**src/rtl/demux16b4_buf.sv**
```systemverilog
// demux16b4_buf: buffered 1-to-4 demultiplexer, one producer stream steered into four per-channel FIFOs
// Ports: clk/rst (sync active-high reset); in_valid/in_ready/in_data/in_sel producer handshake;
//        out_valid[i]/out_ready[i]/out_data0..3 per-channel consumer handshakes; occ packed occupancy counts.
// Optional: define DEMUX16B4_BCAST_EN to add in_bcast, which pushes one word into all four FIFOs atomically.
module demux16b4_buf #(
    parameter int WIDTH = 16,
    parameter int DEPTH = 2,
    localparam int CW = $clog2(DEPTH + 1)
) (
    input  logic             clk,
    input  logic             rst,
    input  logic             in_valid,
    output logic             in_ready,
    input  logic [WIDTH-1:0] in_data,
    input  logic [1:0]       in_sel,
`ifdef DEMUX16B4_BCAST_EN
    input  logic             in_bcast,
`endif
    output logic [3:0]       out_valid,
    input  logic [3:0]       out_ready,
    output logic [WIDTH-1:0] out_data0,
    output logic [WIDTH-1:0] out_data1,
    output logic [WIDTH-1:0] out_data2,
    output logic [WIDTH-1:0] out_data3,
    output logic [4*CW-1:0]  occ
);
    localparam int PW = $clog2(DEPTH);
    logic [WIDTH-1:0] mem [4][DEPTH];
    logic [CW-1:0]    cnt [4];
    logic [PW-1:0]    hd [4];
    logic [PW-1:0]    tl [4];
    logic [3:0]       full;
    logic [3:0]       push;
    logic [3:0]       pop;
    for (genvar i = 0; i < 4; i++) begin : g_ch
        assign full[i]           = cnt[i] == CW'(DEPTH);
        assign out_valid[i]      = cnt[i] != '0;
        assign occ[i*CW +: CW]   = cnt[i];
    end
    // Readiness uses the registered counts only, so a full channel refuses a push even when it pops this cycle.
`ifdef DEMUX16B4_BCAST_EN
    assign in_ready = in_bcast ? ~|full : ~full[in_sel];
    assign push     = {4{in_valid && in_ready}} & (in_bcast ? 4'hf : 4'b0001 << in_sel);
`else
    assign in_ready = ~full[in_sel];
    assign push     = {4{in_valid && in_ready}} & (4'b0001 << in_sel);
`endif
    assign pop       = out_valid & out_ready;
    assign out_data0 = mem[0][hd[0]];
    assign out_data1 = mem[1][hd[1]];
    assign out_data2 = mem[2][hd[2]];
    assign out_data3 = mem[3][hd[3]];
    always_ff @(posedge clk) begin
        if (rst) begin
            for (int c = 0; c < 4; c++) begin
                cnt[c] <= '0;
                hd[c]  <= '0;
                tl[c]  <= '0;
                for (int d = 0; d < DEPTH; d++) mem[c][d] <= '0;
            end
        end else begin
            for (int c = 0; c < 4; c++) begin
                if (push[c]) begin
                    mem[c][tl[c]] <= in_data;
                    tl[c]         <= tl[c] + PW'(1);
                end
                if (pop[c]) hd[c] <= hd[c] + PW'(1);
                cnt[c] <= cnt[c] + CW'(push[c]) - CW'(pop[c]);
            end
        end
    end
endmodule
```
**config.mk**
```make
export PLATFORM = sky130hd
export DESIGN_NAME = demux16b4_buf
export DESIGN_NICKNAME = d
export VERILOG_FILES = /design/src/rtl/demux16b4_buf.sv
export SDC_FILE = /design/constraint.sdc
export NUM_CORES = 1
export LEC_CHECK = 0
export ABC_AREA = 1
export ABC_CLOCK_PERIOD_IN_PS = 8200
export CAP_MARGIN = 20
export CORE_MARGIN = 2
export CORE_UTILIZATION = 58
export CTS_CLUSTER_SIZE = 16
export DETAILED_ROUTE_END_ITERATION = 7
export PLACE_DENSITY_LB_ADDON = 0.1
export SLEW_MARGIN = 20
export SYNTH_ARGS = -nofsm -noshare
export SYNTH_HDL_FRONTEND = slang
export SYNTH_SLANG_ARGS = --single-unit
export TNS_END_PERCENT = 30
```
**constraint.sdc**
```tcl
create_clock -name clk -period 8.2 [get_ports clk]
set_clock_uncertainty 0.05 [all_clocks]
set_input_delay 0.82 -clock clk [delete_from_list [all_inputs] [get_ports clk]]
set_output_delay 0.82 -clock clk [all_outputs]
set_load 0.1 [all_outputs]
```
Yosys cells after proc, flatten, opt, wreduce, memory -nomap -nowiden
Memories as Yosys holds them, arrays and structs flattened.
Cells that the tools add are included.

word-level totals
  bits in writable memories = 144
  output and inout bits = 77
  logic and storage cells = 391
  memories kept = 4
  register bits after elaboration = 0

operators by class
  add/sub/neg operators = 16
  magnitude comparators = 13
  equality and inequality tests = 4
  multiplexer cells = 193
  shift operators = 1
  bitwise gates (word level) = 151
  reductions and logical operators = 9

memory list
  name  depth  width  rd ports  clocked after Yosys merged registers in  write ports  RTL line  RTL
  mem   4      32     4         0                                        4            28        logic [WIDTH-1:0] mem [4][DEPTH];
  cnt   4      2      4         0                                        4            29        logic [CW-1:0] cnt [4];
  hd    4      1      4         0                                        4            30        logic [PW-1:0] hd [4];
  tl    4      1      4         0                                        4            31        logic [PW-1:0] tl [4];

operators by type and width
  cell                                                                   count
  16-bit two-way mux                                                     16
  1-bit two-way mux                                                      164
  1-bit OR                                                               140
  32-bit two-way mux                                                     4
  16-bit demux with 1-bit select                                         4
  2-bit greater-or-equal comparator (second input constant)              8
  1-bit NOT with 2-bit output                                            8
  1-bit adder (second input constant)                                    8
  2-bit by 1-bit adder with 2-bit output                                 4
  4-bit AND                                                              2
  2-bit equality test (second input constant)                            4
  2-bit by 1-bit < comparator with 1-bit output (second input constant)  4
  2-bit two-way mux                                                      4
  2-bit nonzero test                                                     4
  2-bit by 1-bit subtractor with 2-bit output                            4
  1-bit logical AND                                                      5
  1-bit by 2-bit << shifter with 4-bit output (first input constant)     1
  2-bit by 3-bit < comparator with 1-bit output (second input constant)  1
  1-bit binary-select mux with 2-bit select                              1
  1-bit NOT                                                              1

Depth between registers and ports, before layout
Gate-level depths: netlist of run 1.

  depth in word-level cells = 10
  gate-level depth with buffers = 13
  gate-level depth less buffers = 12

Worst setup path after synthesis of run 1
No wires, ideal clock.

  path type = flip-flop to flip-flop
  start = memory cnt[0][2] (netlist bit)
  end = memory mem[2][16] (netlist bit), enable pin
  setup slack = 3610 ps
  setup time = 411 ps
  arrival = 4129 ps
  required time = 7739 ps
  stages on the path, launching flop included = 7
  path buffers = 0
  cell sequence = dfxtp_1 -> nor2_1 -> nand2_1 -> nand2_1 -> nor2_1 -> nand3_1 -> o21ai_0

RTL lines
  element             RTL line
  start: declaration  29
  end: declaration    28

Final worst setup path of run 1
  start = input port in_sel[0]
  end = output port in_ready

on the way
  longest elaborated chain between the ends = 3

ends and longest elaborated chain
  element                                    RTL line  RTL
  start: declaration                         15        input logic [1:0] in_sel,
  1-bit binary-select mux with 2-bit select  45        assign in_ready = ~full[in_sel];
  1-bit two-way mux (implied by the code)    45
  1-bit NOT                                  45
  end: declaration                           13        output logic in_ready,

No other way between the ends. The select of a mux whose other input is x is not followed.

==> tab_implementation.tex, run 1 <==
\begin{tabular}{lr}
\hline
Metric & Value \\
\hline
\multicolumn{2}{l}{\textbf{Outcome}} \\
Run status & finished clean \\
\multicolumn{2}{l}{\textbf{Clock tree}} \\
Post-CTS sizing & 0 \\
Sink Count & 144 \\
Clock tree from TritonCTS & done \\
Clock H-tree levels & 4 \\
CTS Root Buffer Type & sky130\_fd\_sc\_hd\_\_clkbuf\_8 \\
Hold-fix buffer count after cts & 0 \\
Source-to-sink clock delay at the later pin of the worst-skew pair & 0.52 ns \\
Number of buffers added for setup after CTS & 0 \\
Inserted Clock Buffers & 17 \\
Clock transition at the registers of the reported paths & 0.06 ns \\
Max clock buf depth & 2 \\
\multicolumn{2}{l}{\textbf{Power}} \\
Switching power share of the total & 0.4326 \\
Largest vdd supply drop & 0.2196 mV \\
Clk network pwr share & 0.271 \\
Sequential group share of total power & 0.337 \\
Leakage power summed over all cells & 3.889 nW \\
Power dissipated by switching net loads & 1.156 mW \\
P per Cell Area & 334.2 nW/µm² \\
Combinational cell fraction of total power & 0.392 \\
Design internal power & 1.516 mW \\
\multicolumn{2}{l}{\textbf{Setup path}} \\
Element type at the critical path end & output pin \\
Required arrival time at the worst endpoint & 7.33 ns \\
Origin of the worst setup path & in\_sel[0] \\
Reg2reg setup slack & 5.71 ns \\
Reg2Reg Capture Point & mem[0][30]\$\_DFFE\_PP\_ \\
Reg-to-Reg Start & cnt[0][6]\$\_SDFF\_PP0\_ \\
Largest incremental delay on the critical path & 1.16 ns \\
Worst path arrival time & 3.02 ns \\
Capturing instance or port of the critical path & in\_ready \\
Worst R2R Path Depth & 10 \\
Critical path fanouts, max & 5 \\
Type of the setup path with the least slack & in -> out \\
Most common cell type on the critical path & sky130\_fd\_sc\_hd\_\_nand2\_1 \\
Series of cell instances along the critical path & clkdlybuf4s50\_1 > nand2\_1 > inv\_1 > nand2\_1 > nand2\_1 > nor2\_1 > clkdlybuf4s50\_1 \\
Setup crit start kind & primary input \\
CP max-delay cell & sky130\_fd\_sc\_hd\_\_clkdlybuf4s50\_1 \\
\multicolumn{2}{l}{\textbf{Job}} \\
Max\_cap viols & 0 \\
\multicolumn{2}{l}{\textbf{Timing}} \\
Slew at the pin closest to its max-slew limit & 0.9907 ns \\
Post-Route Setup TNS & 0 ns \\
RSZ-0062 raised after global routing & no \\
Final critical-path setup slack & 4.307 ns \\
Number of setup violations in the final report & 0 \\
Slew Limit Fails & 0 \\
Post-layout minimum cycle time & 3.893 ns \\
Max Freq & 256.9 MHz \\
Slew headroom & 0.3375 \\
Share of the cycle needed by the critical path after routing & 0.4748 \\
Final hold viol count & 0 \\
\multicolumn{2}{l}{\textbf{Cells and area}} \\
Final Net Count & 794 \\
Count of non-filler cells in the finished layout & 914 \\
Fraction of layout cells with a size suffix above 1 & 0.1202 \\
Area Growth Syn to Fin & 26.31\% \\
Design Area, Final & 7995 µm² \\
N\_diodes & 0 \\
\multicolumn{2}{l}{\textbf{Route}} \\
Wire length per cell & 15.63 µm \\
DRT iter0 DRCs & 249 \\
Pre-Repair DR Iteration Count & 5 \\
Post-detailed-routing wire length & 14280 µm \\
Number of vias in the routed layout & 4698 \\
Number of design rule violations left after detail routing & 0 \\
Remaining antenna violation count & 0 \\
DR vias/cell & 5.140 \\
\multicolumn{2}{l}{\textbf{GRT}} \\
First-pass GRT wire length & 22470 µm \\
Vias in the first global route & 4560 \\
Overall routing resource usage & 0.2549 \\
Maximum number of pins on one net before global-route repair & 30 \\
Initial antenna violation count & 0 \\
Global-route congestion overflow total & 0 \\
\multicolumn{2}{l}{\textbf{Place}} \\
Placed standard-cell area & 7440 µm² \\
Placed instance count & 882 \\
IO buf count & 101 \\
Estimated wirelength of the detail-placed design & 10070 µm \\
Worst-case setup slack after placement & 4.195 ns \\
GP Congestion & 0.8149 \\
\multicolumn{2}{l}{\textbf{Yosys}} \\
Total of flip-flops plus latches after synthesis & 144 \\
Number of warnings issued by yosys & 0 \\
Cell variety after synth & 25 \\
Synthesized instance count & 659 \\
Mapped cell area & 6330 µm² \\
Mean cell area of the mapped netlist & 9.605 µm² \\
Share of synthesized area occupied by flip-flops and latches & 0.5946 \\
Number of nets produced by synthesis & 692 \\
\multicolumn{2}{l}{\textbf{Floorplanning}} \\
Vertical extent of the die & 108.5 µm \\
Starting Density & 0.5891 \\
I/O pin total & 102 \\
Floorplan die area & 11760 µm² \\
FP Rows & 38 \\
Area of the core region & 10750 µm² \\
Horizontal die dimension & 108.5 µm \\
\multicolumn{2}{l}{\textbf{Hold path}} \\
Worst hold path type & reg -> reg \\
\hline
\end{tabular}
sequential cells by signal (all words and copies together) (netlist names):
signal and cells:
mem 128, hd 4, cnt 8, tl 4
cells in the mapped netlist, drive strengths merged:
library cell  number  area (µm²)
nor2              68       284.0
a21oi             15       75.07
o21bai             3       33.78
dfxtp             56        1121
o21ai             15       75.07
clkbuf            13       48.80
nand2            172       668.1
mux2              44       495.5
clkinv             2       7.510
ha                 8       100.1
edfxtp            88        2643
nor3               5       25.02
buf                9       57.56
xor2               4       35.03
nand3             41       225.2
inv              116       435.4
metal layers:
layer | global-route usage | part of all wire
met1 | 0.3194 | 0.41
met2 | 0.4415 | 0.51
met3 | 0.05606 | 0.056
met4 | 0.07784 | 0.019
met5 | 0 | 0
worst max-delay path: cells and delay by family:
| kind | cells | cell delay, ns |
|---|---|---|
| buffers and inverters | 3 | 1.73 |
| and+or+nand+nor | 4 | 0.46 |
layout by cell type, fill, tap and decap left out:
| cell | n |
|---|---|
| sky130_fd_sc_hd__a21oi_1 | 15 |
| sky130_fd_sc_hd__buf_4 | 4 |
| sky130_fd_sc_hd__bufinv_16 | 2 |
| sky130_fd_sc_hd__clkbuf_1 | 3 |
| sky130_fd_sc_hd__clkbuf_16 | 16 |
| sky130_fd_sc_hd__clkbuf_8 | 2 |
| sky130_fd_sc_hd__clkdlybuf4s50_1 | 101 |
| sky130_fd_sc_hd__clkinv_1 | 2 |
| sky130_fd_sc_hd__clkinv_2 | 5 |
| sky130_fd_sc_hd__clkinvlp_4 | 3 |
| sky130_fd_sc_hd__dfxtp_1 | 56 |
| sky130_fd_sc_hd__edfxtp_1 | 88 |
| sky130_fd_sc_hd__ha_1 | 8 |
| sky130_fd_sc_hd__inv_1 | 114 |
| sky130_fd_sc_hd__inv_2 | 2 |
| sky130_fd_sc_hd__inv_6 | 1 |
| sky130_fd_sc_hd__mux2_2 | 44 |
| sky130_fd_sc_hd__nand2_1 | 169 |
| sky130_fd_sc_hd__nand2_4 | 3 |
| sky130_fd_sc_hd__nand3_1 | 37 |
| sky130_fd_sc_hd__nand3_2 | 4 |
| sky130_fd_sc_hd__nor2_1 | 64 |
| sky130_fd_sc_hd__nor2_2 | 2 |
| sky130_fd_sc_hd__nor2_4 | 1 |
| sky130_fd_sc_hd__nor2_8 | 1 |
| sky130_fd_sc_hd__nor3_1 | 5 |
| sky130_fd_sc_hd__o21ai_0 | 13 |
| sky130_fd_sc_hd__o21ai_1 | 2 |
| sky130_fd_sc_hd__o21bai_2 | 3 |
| sky130_fd_sc_hd__xor2_1 | 4 |
power groups by stage:
stage	registers (mW)	clock network [mW]	logic (mW)
after detailed placement	0.915	0	1.05
after CTS	0.901	0.726	1.05
final	0.899	0.724	1.05
after global placement	0.911	0	1.04
after floorplan	0.972	0	0.753
after global routing	0.909	0.756	1.09
worst min-delay path by stage:
stage	start	end	slack, ns	cells past startpoint
after floorplan	mem[3][11]$_SDFFE_PP0P_	mem[3][11]$_SDFFE_PP0P_	0.39	2
after global placement	mem[3][8]$_SDFFE_PP0P_	mem[3][8]$_SDFFE_PP0P_	0.40	2
after detailed placement	mem[2][3]$_SDFFE_PP0P_	mem[2][3]$_SDFFE_PP0P_	0.41	2
after CTS	mem[2][3]$_SDFFE_PP0P_	mem[2][3]$_SDFFE_PP0P_	0.42	2
after global routing	mem[3][11]$_SDFFE_PP0P_	mem[3][11]$_SDFFE_PP0P_	0.44	2
final	mem[3][11]$_SDFFE_PP0P_	mem[3][11]$_SDFFE_PP0P_	0.42	2
cell type report:
class                   count  area, µm²
well taps                 140      175.2
multi-input cells         375       2017
clock inverters            11      116.4
clock buffers              21      439.2
inverters                 118      442.9
fillers                   775       2750
flip-flops and latches    144       3764
repair buffers            105       1041
through the flow:
step,hold slack (ns),utilization,total power [mW]
2_1_floorplan,0.3898,-,1.725
3_3_place_gp,0.3982,0.6924,1.950
3_5_place_dp,0.4087,0.6924,1.964
4_1_cts,0.4159,0.7441,2.680
5_1_grt,0.4363,0.7441,2.757
6_report,0.4167,0.7441,2.672
cell families after synthesis:
logic type / share of synthesized area
AND/OR/NAND/NOR: 0.1900
flip-flops: 0.5946
buffers and inverters: 0.08678
multiplexers: 0.07828
AO/OA/AOI/OAI: 0.02906
adder cells (fa/ha/maj): 0.01581
XOR/XNOR: 0.005534
(Power assumes the default switching activity.)
==> inputs of run 2 (changes only) <==
ABC_CLOCK_PERIOD_IN_PS = 3900   (was 8200)
CORE_UTILIZATION = 54   (was 58)
clock period = 3.9 ns   (was 8.2 ns; I/O delays follow)
==> run 2 against run 1 <==
Critical path depth is 5 lower. Cell count is 0.33% higher. Global-route usage is 1.6 points lower. Clock power is 110% higher. Setup slack worse by 3.5 ns. Count of clock-buffer cells in the layout is 4 lower. Non-clock buffer count stayed put. First-iteration DRC count is 12% higher. Critical path type is now reg -> out. Largest power group unchanged.
==> tab_implementation.tex, run 2 (same netlist as run 1, synthesis figures left out) <==
\begin{tabular}{lr}
\hline
Metric & Value \\
\hline
\multicolumn{2}{l}{\textbf{Setup path}} \\
Critical path fanouts, max & 17 (+12) \\
Type of the setup path with the least slack & reg -> out \\
Required arrival time at the worst endpoint & 3.46 ns (-3.87 ns) \\
Worst path arrival time & 2.69 ns (-0.33 ns) \\
Element type at the critical path end & output pin \\
Worst R2R Path Depth & 10 (unchanged) \\
Setup crit start kind & register \\
\multicolumn{2}{l}{\textbf{Timing}} \\
Max Freq & 319.3 MHz \\
Post-layout minimum cycle time & 3.132 ns \\
Number of setup violations in the final report & 0 (unchanged) \\
Slew headroom & 0.3331 (-0.004404) \\
RSZ-0062 raised after global routing & no \\
Share of the cycle needed by the critical path after routing & 0.8031 \\
Worst hold slack across all endpoints & 0.4110 ns (-0.005715 ns) \\
Final critical-path setup slack & 0.7678 ns (-3.539 ns) \\
Post-Route Setup TNS & 0 ns (unchanged) \\
Final hold viol count & 0 (unchanged) \\
Slew at the pin closest to its max-slew limit & 1.000 ns (+0.009710 ns) \\
Slew Limit Fails & 0 (unchanged) \\
\multicolumn{2}{l}{\textbf{Outcome}} \\
Run status & finished clean \\
\multicolumn{2}{l}{\textbf{Cells and area}} \\
Share of the core filled with cells & 0.6897 (-0.05438) \\
Final Net Count & 794 (unchanged) \\
Area Growth Syn to Fin & 24.41\% \\
Number of flip-flops in the largest register & 128 (unchanged) \\
Fill cell total of the finished layout & 872 (+13\%) \\
Most flop-heavy register & mem \\
Most frequent standard cell in the layout excluding fill and tap cells & sky130\_fd\_sc\_hd\_\_nand2\_1 \\
Fraction of layout cells with a size suffix above 1 & 0.1886 (+0.06848) \\
Design Area, Final & 7875 µm² (-1.5\%) \\
N\_diodes & 0 (unchanged) \\
Commonest non-fill, non-tap cells in the layout & sky130\_fd\_sc\_hd\_\_nand2\_1, sky130\_fd\_sc\_hd\_\_inv\_1, sky130\_fd\_sc\_hd\_\_edfxtp\_1, sky130\_fd\_sc\_hd\_\_nor2\_1, sky130\_fd\_sc\_hd\_\_dfxtp\_1 \\
Largest registers & mem x128, cnt x8 \\
\multicolumn{2}{l}{\textbf{Floorplanning}} \\
Area of the core region & 11420 µm² (+6.3\%) \\
FP Rows & 39 (+2.6\%) \\
Starting Density & 0.5544 (-0.03473) \\
Floorplan die area & 12600 µm² (+7.1\%) \\
I/O pin total & 102 (unchanged) \\
Vertical extent of the die & 112.3 µm (+3.5\%) \\
Horizontal die dimension & 112.3 µm (+3.5\%) \\
\multicolumn{2}{l}{\textbf{Clock tree}} \\
Inserted Clock Buffers & 17 (unchanged) \\
Clock H-tree levels & 4 (unchanged) \\
Number of buffers added for setup after CTS & 0 (unchanged) \\
Sink Count & 144 (unchanged) \\
Clock transition at the registers of the reported paths & 0.07 ns (about the same) \\
Clock tree from TritonCTS & done \\
CTS Root Buffer Type & sky130\_fd\_sc\_hd\_\_clkbuf\_16 \\
Source-to-sink clock delay at the later pin of the worst-skew pair & 0.42 ns (-0.10 ns) \\
Post-CTS sizing & 0 (unchanged) \\
Max clock buf depth & 2 (unchanged) \\
Hold-fix buffer count after cts & 0 (unchanged) \\
\multicolumn{2}{l}{\textbf{Route}} \\
Wire length per cell & 15.70 µm (+0.46\%) \\
Pre-Repair DR Iteration Count & 5 (unchanged) \\
Number of design rule violations left after detail routing & 0 (unchanged) \\
DRT iter0 DRCs & 280 (+12\%) \\
Post-detailed-routing wire length & 14400 µm (+0.79\%) \\
Remaining antenna violation count & 0 (unchanged) \\
Number of vias in the routed layout & 4624 (-1.6\%) \\
DR vias/cell & 5.043 (-1.9\%) \\
\multicolumn{2}{l}{\textbf{GRT}} \\
First-pass GRT wire length & 22780 µm (+1.4\%) \\
Initial antenna violation count & 0 (unchanged) \\
Vias in the first global route & 4553 (-0.15\%) \\
Met2 track demand over resource & 0.3900 (-0.05156) \\
Global-route congestion overflow total & 0 (unchanged) \\
GR Layer Usage met3 & 0.05670 (+0.0006376) \\
GRT Max-Usage Layer & met2 \\
Fraction of met1 tracks used by global routing & 0.3060 (-0.01347) \\
Overall routing resource usage & 0.2386 (-0.01636) \\
Maximum number of pins on one net before global-route repair & 39 (+30\%) \\
\multicolumn{2}{l}{\textbf{Place}} \\
GP Congestion & 0.8273 (+1.5\%) \\
Estimated wirelength of the detail-placed design & 9921 µm (-1.5\%) \\
IO buf count & 101 (unchanged) \\
Worst-case setup slack after placement & 0.8050 ns (-3.390 ns) \\
Placed standard-cell area & 7323 µm² (-1.6\%) \\
\multicolumn{2}{l}{\textbf{Power}} \\
Leakage power summed over all cells & 3.946 nW (+1.5\%) \\
Largest vdd supply drop & 0.5264 mV (+140\%) \\
P per Cell Area & 708.5 nW/µm² (+110\%) \\
\multicolumn{2}{l}{\textbf{Job}} \\
Max\_cap viols & 0 (unchanged) \\
\multicolumn{2}{l}{\textbf{Hold path}} \\
Hold Crit Depth & 2 (unchanged) \\
Worst hold path type & reg -> reg \\
\hline
\end{tabular}
## run 2: worst max-delay path, cell delays in order (launching register included)
cell and delay, ns:
sky130_fd_sc_hd__edfxtp_1 0.83, sky130_fd_sc_hd__mux2_2 0.30, sky130_fd_sc_hd__clkdlybuf4s50_1 1.13
## run 2: area by class of cell
| class | instances | area, µm² | share of cell area |
|---|---|---|---|
| inverter | 118 | 442.9 | 0.05624 |
| sequential | 144 | 3764 | 0.4779 |
| multi-input combinational | 375 | 2019 | 0.2564 |
| timing repair buffer | 105 | 918.4 | 0.1166 |
| clock buffer | 17 | 425.4 | 0.05402 |
| clock inverter | 15 | 126.4 | 0.01605 |
| tap | 143 | 178.9 | 0.02272 |
## run 2: worst paths after layout
kind,start,to,slack (ns)
hold reg to reg,mem[2][3]$_SDFFE_PP0P_,mem[2][3]$_SDFFE_PP0P_,0.41
setup reg to reg,cnt[0][2]$_SDFF_PP0_,mem[0][7]$_DFFE_PP_,1.39
hold / removal,mem[2][3]$_SDFFE_PP0P_,mem[2][3]$_SDFFE_PP0P_,0.41
setup / recovery,hd[0][0]$_SDFFCE_PN0P_,out_data0[13],0.77
## run 2: layer usage
layer | up-vias | part of all wire
li1 | 2291 | -
met1 | 2164 | 0.43
met2 | 142 | 0.49
met3 | 27 | 0.051
met4 | 0 | 0.023
met5 | - | 0
## run 2: power breakdown
| part | switching, mW | internal, mW |
|---|---|---|
| combinational | 1.70 | 0.481 |
| clock | 0.684 | 0.829 |
| sequential | 0.139 | 1.75 |
| total | 2.52 | 3.06 |
## run 2: metrics by stage
step,power (mW),instances
after floorplan,3.628,659
after global placement,4.077,885
after detailed placement,4.099,885
after CTS,5.599,917
after global routing,5.766,917
final,5.580,917
